--- src/rtl/riscv_pkg.sv ---
// Shared RISC-V constants for the fetch front end.
//   RV_XLEN : default address/instruction width
//   RV_NOP  : canonical NOP (addi x0, x0, 0) used as the IF/ID bubble
package riscv_pkg;
  localparam int          RV_XLEN = 32;
  localparam logic [31:0] RV_NOP  = 32'h0000_0013;
endpackage

--- src/rtl/if_sync_fifo.sv ---
// Synchronous FIFO used for both the fetch queue and the in-order PC tag FIFO.
// Handles any DEPTH >= 1 (pointers wrap explicitly), and accepts a push while
// full if a pop happens in the same cycle.
// Ports:
//   clk, reset   : clock, synchronous active-high reset
//   clr          : synchronous clear (drops all entries, wins over push)
//   push, wdata  : write request and data (ignored when full without pop)
//   pop          : read request (ignored when empty)
//   rdata        : head entry (combinational, stale when empty)
//   full, empty, count : occupancy status
module if_sync_fifo #(
  parameter int WIDTH = 32,
  parameter int DEPTH = 4
) (
  input  logic                         clk,
  input  logic                         reset,
  input  logic                         clr,
  input  logic                         push,
  input  logic [WIDTH-1:0]             wdata,
  input  logic                         pop,
  output logic [WIDTH-1:0]             rdata,
  output logic                         full,
  output logic                         empty,
  output logic [$clog2(DEPTH+1)-1:0]   count
);
  localparam int PW = (DEPTH > 1) ? $clog2(DEPTH) : 1;
  localparam int CW = $clog2(DEPTH + 1);

  logic [WIDTH-1:0] mem_q [DEPTH];
  logic [PW-1:0]    rd_q, rd_d, wr_q, wr_d;
  logic [CW-1:0]    cnt_q, cnt_d;
  logic             do_push, do_pop;

  function automatic logic [PW-1:0] bump(input logic [PW-1:0] p);
    return (p == PW'(DEPTH - 1)) ? '0 : p + PW'(1);
  endfunction

  assign empty   = (cnt_q == '0);
  assign full    = (cnt_q == CW'(DEPTH));
  assign count   = cnt_q;
  assign rdata   = mem_q[rd_q];
  assign do_pop  = pop & ~empty;
  assign do_push = push & (~full | do_pop);

  always_comb begin
    rd_d  = do_pop  ? bump(rd_q) : rd_q;
    wr_d  = do_push ? bump(wr_q) : wr_q;
    cnt_d = cnt_q + CW'(do_push) - CW'(do_pop);
    if (clr) begin
      rd_d  = '0;
      wr_d  = '0;
      cnt_d = '0;
    end
  end

  always_ff @(posedge clk) begin
    if (reset) begin
      rd_q  <= '0;
      wr_q  <= '0;
      cnt_q <= '0;
    end else begin
      rd_q  <= rd_d;
      wr_q  <= wr_d;
      cnt_q <= cnt_d;
    end
  end

  always_ff @(posedge clk) begin
    if (do_push && !clr && !reset) mem_q[wr_q] <= wdata;
  end
endmodule

--- src/rtl/if_stage_fq.sv ---
// Instruction fetch stage with a decoupling fetch queue.
// Issues in-order imem requests, tags each accepted request with its PC,
// buffers responses in a DEPTH-entry queue and presents them through the
// IF/ID register. Redirects and flushes squash the queue and mark all
// outstanding responses for discard.
// Ports:
//   clk, reset                : clock, synchronous active-high reset
//   stall, flush              : decode hold / squash IF/ID + queue + in-flight
//   pc_src, new_pc            : fetch redirect (target word-aligned)
//   imem_addr/read/ready      : request channel (valid/ready)
//   imem_rvalid/data          : in-order response channel
//   if_id_pc/instruction/valid: IF/ID register
// Optional: define IF_STAGE_FQ_PERF_EN to add perf_fetch_cnt, perf_drop_cnt,
// perf_bubble_cnt (32-bit wrapping counters).
module if_stage_fq
  import riscv_pkg::*;
#(
  parameter int              XLEN            = RV_XLEN,
  parameter int              DEPTH           = 4,
  parameter int              MAX_OUTSTANDING = 2,
  parameter logic [XLEN-1:0] RESET_PC        = '0
) (
  input  logic            clk,
  input  logic            reset,
  input  logic            stall,
  input  logic            flush,
  input  logic            pc_src,
  input  logic [XLEN-1:0] new_pc,
  output logic [XLEN-1:0] imem_addr,
  output logic            imem_read,
  input  logic            imem_ready,
  input  logic            imem_rvalid,
  input  logic [XLEN-1:0] imem_data,
  output logic [XLEN-1:0] if_id_pc,
  output logic [XLEN-1:0] if_id_instruction,
  output logic            if_id_valid
`ifdef IF_STAGE_FQ_PERF_EN
  ,
  output logic [31:0]     perf_fetch_cnt,
  output logic [31:0]     perf_drop_cnt,
  output logic [31:0]     perf_bubble_cnt
`endif
);
  localparam int QCW = $clog2(DEPTH + 1);
  localparam int TCW = $clog2(MAX_OUTSTANDING + 1);
  localparam int SW  = QCW + 1;
  localparam logic [XLEN-1:0] NOP = XLEN'(RV_NOP);

  logic [XLEN-1:0]   pc_q, pc_d;
  logic [TCW-1:0]    disc_q, disc_d;
  logic [XLEN-1:0]   id_pc_q, id_pc_d, id_ins_q, id_ins_d;
  logic              id_vld_q, id_vld_d;
  logic              kill, accept, rv, drop, q_push, q_pop;
  logic [XLEN-1:0]   tag_pc;
  logic              tag_full, tag_empty;
  logic [TCW-1:0]    tag_cnt;
  logic              q_full, q_empty;
  logic [QCW-1:0]    q_cnt;
  logic [2*XLEN-1:0] q_head;

  assign kill = pc_src | flush;
  // The tag FIFO count is the in-flight count: tags of discarded responses
  // stay in it until their response returns, so they still hold a slot.
  assign imem_read = ~reset & ~kill & ~tag_full & ~q_full &
                     ((SW'(tag_cnt) + SW'(q_cnt)) < SW'(DEPTH));
  assign imem_addr = pc_q;
  assign accept    = imem_read & imem_ready;
  // Responses with nothing outstanding are ignored.
  assign rv        = imem_rvalid & ~tag_empty;
  // A response landing in the redirect/flush cycle is dropped as well.
  assign drop      = rv & (kill | (disc_q != '0));
  assign q_push    = rv & ~drop;
  assign q_pop     = ~stall & ~flush & ~q_empty;

  if_sync_fifo #(.WIDTH(XLEN), .DEPTH(MAX_OUTSTANDING)) u_tag_fifo (
    .clk   (clk),
    .reset (reset),
    .clr   (1'b0),
    .push  (accept),
    .wdata (pc_q),
    .pop   (rv),
    .rdata (tag_pc),
    .full  (tag_full),
    .empty (tag_empty),
    .count (tag_cnt)
  );

  if_sync_fifo #(.WIDTH(2*XLEN), .DEPTH(DEPTH)) u_fetch_q (
    .clk   (clk),
    .reset (reset),
    .clr   (kill),
    .push  (q_push),
    .wdata ({tag_pc, imem_data}),
    .pop   (q_pop),
    .rdata (q_head),
    .full  (q_full),
    .empty (q_empty),
    .count (q_cnt)
  );

  always_comb begin
    pc_d = pc_q;
    if (pc_src)      pc_d = {new_pc[XLEN-1:2], 2'b00};
    else if (accept) pc_d = pc_q + XLEN'(4);

    // Everything still outstanding after this cycle's response is stale.
    disc_d = disc_q;
    if (kill)      disc_d = tag_cnt - TCW'(rv);
    else if (drop) disc_d = disc_q - TCW'(1);

    id_pc_d  = id_pc_q;
    id_ins_d = id_ins_q;
    id_vld_d = id_vld_q;
    if (flush || (!stall && q_empty)) begin
      id_pc_d  = '0;
      id_ins_d = NOP;
      id_vld_d = 1'b0;
    end else if (!stall) begin
      id_pc_d  = q_head[2*XLEN-1:XLEN];
      id_ins_d = q_head[XLEN-1:0];
      id_vld_d = 1'b1;
    end
  end

  always_ff @(posedge clk) begin
    if (reset) begin
      pc_q     <= RESET_PC;
      disc_q   <= '0;
      id_pc_q  <= '0;
      id_ins_q <= NOP;
      id_vld_q <= 1'b0;
    end else begin
      pc_q     <= pc_d;
      disc_q   <= disc_d;
      id_pc_q  <= id_pc_d;
      id_ins_q <= id_ins_d;
      id_vld_q <= id_vld_d;
    end
  end

  assign if_id_pc          = id_pc_q;
  assign if_id_instruction = id_ins_q;
  assign if_id_valid       = id_vld_q;

`ifdef IF_STAGE_FQ_PERF_EN
  logic [31:0] fetch_cnt_q, fetch_cnt_d, drop_cnt_q, drop_cnt_d;
  logic [31:0] bubble_cnt_q, bubble_cnt_d;

  always_comb begin
    fetch_cnt_d  = fetch_cnt_q  + 32'(accept);
    drop_cnt_d   = drop_cnt_q   + 32'(drop);
    bubble_cnt_d = bubble_cnt_q + 32'(~stall & q_empty);
  end

  always_ff @(posedge clk) begin
    if (reset) begin
      fetch_cnt_q  <= '0;
      drop_cnt_q   <= '0;
      bubble_cnt_q <= '0;
    end else begin
      fetch_cnt_q  <= fetch_cnt_d;
      drop_cnt_q   <= drop_cnt_d;
      bubble_cnt_q <= bubble_cnt_d;
    end
  end

  assign perf_fetch_cnt  = fetch_cnt_q;
  assign perf_drop_cnt   = drop_cnt_q;
  assign perf_bubble_cnt = bubble_cnt_q;
`endif
endmodule

--- config.mk ---
export PLATFORM = sky130hd
export DESIGN_NAME = if_stage_fq
export DESIGN_NICKNAME = d
export VERILOG_FILES = /design/src/rtl/riscv_pkg.sv /design/src/rtl/if_sync_fifo.sv /design/src/rtl/if_stage_fq.sv
export SDC_FILE = /design/constraint.sdc
export NUM_CORES = 1
export LEC_CHECK = 0
export ABC_CLOCK_PERIOD_IN_PS = 4050
export BUFFER_PORTS_ARGS = -buffer_cell sky130_fd_sc_hd__buf_4
export CORE_AREA = 2 2 203 205
export CTS_CLUSTER_SIZE = 20
export DETAILED_ROUTE_END_ITERATION = 10
export DIE_AREA = 0 0 205 207
export PLACE_DENSITY = 0.59
export SYNTH_ARGS = -nofsm -noshare
export SYNTH_HDL_FRONTEND = slang
export SYNTH_SLANG_ARGS = --single-unit
export TNS_END_PERCENT = 1
--- constraint.sdc ---
create_clock -name clk -period 4.05 [get_ports clk]
set_input_delay 0.6075 -clock clk [delete_from_list [all_inputs] [get_ports clk]]
set_output_delay 0.6075 -clock clk [all_outputs]
set_load 0.02 [all_outputs]
==> out/results.tsv <==
stage	metric	value	unit
status	outcome	complete, no violations	
finish	Syn-to-layout area delta	21.2	%
sta	Hold Worst Slack	260	ps
yosys	Post-synth EDFFs	308	
yosys	top-count cell post-synth	edfxtp_1	
sta	slew margin rel.	33.6	%
yosys	Ys Warns	0	
grt	met3 Usage GRT	3.51	%
critical_path	worst-path fanout max	39	
pwr	Pleak	6.70	nW
yosys	Post-Syn Area	15900	um^2
min_path	Hold WC Path Type	in -> reg	
clock_tree	Post CTS Setup Buffer Count	0	
grt	grt total ovfl	0	
sta	Max Freq	362	MHz
sta	Worst Skew	14.2	ps
die	Chip Width	205	um
pwr	VDD IR max	0.000330	V
routing	Antenna Violating Nets Remaining	0	
routing	routed vias/inst	5.11	
yosys	cells after synthesis	945	
place	Buffers on Ports	162	
grt	met2 GRT Util	24.6	%
routing	Total Wirelength	33800	um
clock_tree	CTS Hold Bufs	0	
critical_path	critical path required time	3440	ps
critical_path	worst-path cell chain	buf_4 -> or3_1 -> or3_1 -> nor3_1 -> buf_4	
die	Starting Density	39.3	%
clock_tree	worst skew pair latency	550	ps
sta	min Tclk post-route	2760	ps
critical_path	critical path class	in -> out	
yosys	post-synthesis simple-gate area fraction	6.26	%
critical_path	CP Capture Type	output pin	
grt	gr busiest metal	met2	
clock_tree	Clock transition at path regs	60	ps
die	core area	40400	um^2
die	Die H	207	um
yosys	post-synthesis compound-gate area fraction	2.93	%
grt	pin count of the biggest net entering global routing	49	
sta	Final Max Slew Viols	0	
die	io pins	169	
die	DIE AREA	42400	um^2
place	Detailed Place HPWL	20900	um
yosys	largest family of logic cells by synthesized area	multiplexers	
sta	fin crit share	68.1	%
finish	layout cells sized above 1	31.5	%
grt	GRT Util Overall	16.0	%
sta	Setup-failing EPs final	0	
yosys	largest area contributor in the netlist	edfxtp_1	
sta	Hold Vio Cnt, Final	0	
die	FP Rows	74	
clock_tree	Num CTS Buffers	44	
routing	Iter 0 DRT Violations	467	
critical_path	startpoint types	input port	
critical_path	WP data arrival	2150	ps
critical_path	Max stage delay on crit path	540	ps
clock_tree	CTS max path bufs	3	
yosys	Post-synth ARST share	0	%
sta	Tightest Pin Transition	995	ps
yosys	share of the synthesized area in the top cell type	58.3	%
clock_tree	CTS Root Cell	clkbuf_16	
grt	GR Util met1	22.8	%
finish	fill cell total of the finished layout	3527	
yosys	Synth Area in Adders	1.07	%
yosys	Post-synth top flop	edfxtp_1	
routing	DRC violations left	0	
routing	drt first pass iters	5	
clock_tree	H-tree lvl count	2	
sta	setup TNS	0	ps
yosys	sequential-to-total area share from yosys stat	71.8	%
yosys	Avg Cell Area, Syn	16.8	um^2
grt	initial antenna violation count	0	
place	RD Place Congestion	0.764	
grt	first-pass GRT wire length	51600	um
sta	RSZ-0062 raised after global routing	no	
finish	# diodes	0	
yosys	post-synth cell types	54	
critical_path	critical path's slowest cell	or3_1	
yosys	mux contribution to synthesized area	15.0	%
job	number of max-cap violations	0	
finish	Layout Utilization	47.6	%
yosys	Synth Area in XOR/XNOR	1.05	%
finish	# nets final	1206	
grt	vias in the first global route	8658	
yosys	top cells by area, synth	edfxtp_1, dfxtp_1, mux4_2	
routing	vias	8616	
clock_tree	TritonCTS clock tree	done	
yosys	top cells by count, synth	edfxtp_1, dfxtp_1, nor2_1	
clock_tree	Resize count post-CTS	0	
yosys	synthesized flop and latch total	415	
clock_tree	Num Clock Sinks	415	
routing	routed len/inst	20.1	um
pwr	PwrDens	497	nW/um^2
-- flip-flops by register name, summed over array words and instances (netlist names), named ones only --
signal / cells
disc_q: 2
if_id_instruction: 32
if_id_pc: 30
if_id_valid: 1
imem_addr: 30
u_fetch_q.count: 3
u_fetch_q.mem_q: 248
u_fetch_q.rd_q: 2
u_fetch_q.wr_q: 2
u_tag_fifo.count: 2
u_tag_fifo.mem_q: 60
u_tag_fifo.rd_q: 1
u_tag_fifo.wr_q: 1
-- where the power goes --
part	internal [mW]	switching (mW)
sequential	4.71	0.0748
clock	2.50	1.61
combinational	0.291	0.370
-- kinds of logic after synthesis --
logic type                 after synthesis
other                                    1
adders and majority gates               13
and+or+nand+nor                        204
DFF                                    415
AOI/OAI and AO/OA                       68
muxes                                  156
xor gates and xnor gates                19
buffers and inverters                   69
-- worst paths after layout --
check / cells past startpoint / startpoint / endpoint / slack [ps]
hold reg to reg: 1 / if_id_instruction[4] / if_id_instruction[4] / 470
hold / removal: 1 / imem_data[5] / u_fetch_q.mem_q[0][5] / 260
setup / recovery: 5 / reset / imem_read / 1290
setup reg to reg: 6 / u_fetch_q.count[1] / u_tag_fifo.mem_q[0][9] / 1520
-- metal layers --
metal	routed length [um]	vias up	share of wire [%]
met1	15700	4351	46
met2	15600	209	46
met5	0	-	0
met4	794	0	2.3
li1	-	4006	-
met3	1710	50	5.0
-- cell usage in the layout, fill, tap and decap left out, types with 10 or more instances in the layout --
cell and n:
dfxtp_1 105, mux2i_1 61, edfxtp_1 308, nand2_1 26, mux2_2 32, nor2_1 94
xor2_1 10, mux4_2 62, nand3_1 12, inv_1 15, clkbuf_16 45, a21oi_1 19
buf_4 177, nand4_1 14, ha_1 12
-- metrics by stage --
step	power (mW)	cells	worst slack, ps	instance area (um^2)
finish	9.56	1686	1290	19200
global route	9.91	1686	1140	19200
CTS	9.70	1686	1260	19200
detailed placement	5.55	1608	982	17700
global placement	5.53	1608	985	17700
floorplan	5.29	948	344	15900
-- cell type report --
| cell class | instances | area (um^2) | area share [%] |
|---|---|---|---|
| clock buffers | 62 | 1270 | 6.60 |
| well taps | 532 | 666 | 3.46 |
| repair buffers | 181 | 1410 | 7.33 |
| flip-flops and latches | 415 | 11400 | 59.3 |
| inverters | 16 | 62.6 | 0.325 |
| multi-input cells | 464 | 4210 | 21.9 |
| clock inverters | 16 | 216 | 1.13 |
-- worst max-delay path: cells and delay by family --
kind | cells | cell delay, ps
and+or+nand+nor | 3 | 1090
buffers and inverters | 2 | 440
No activity file was read; power rests on OpenSTA's default activity.
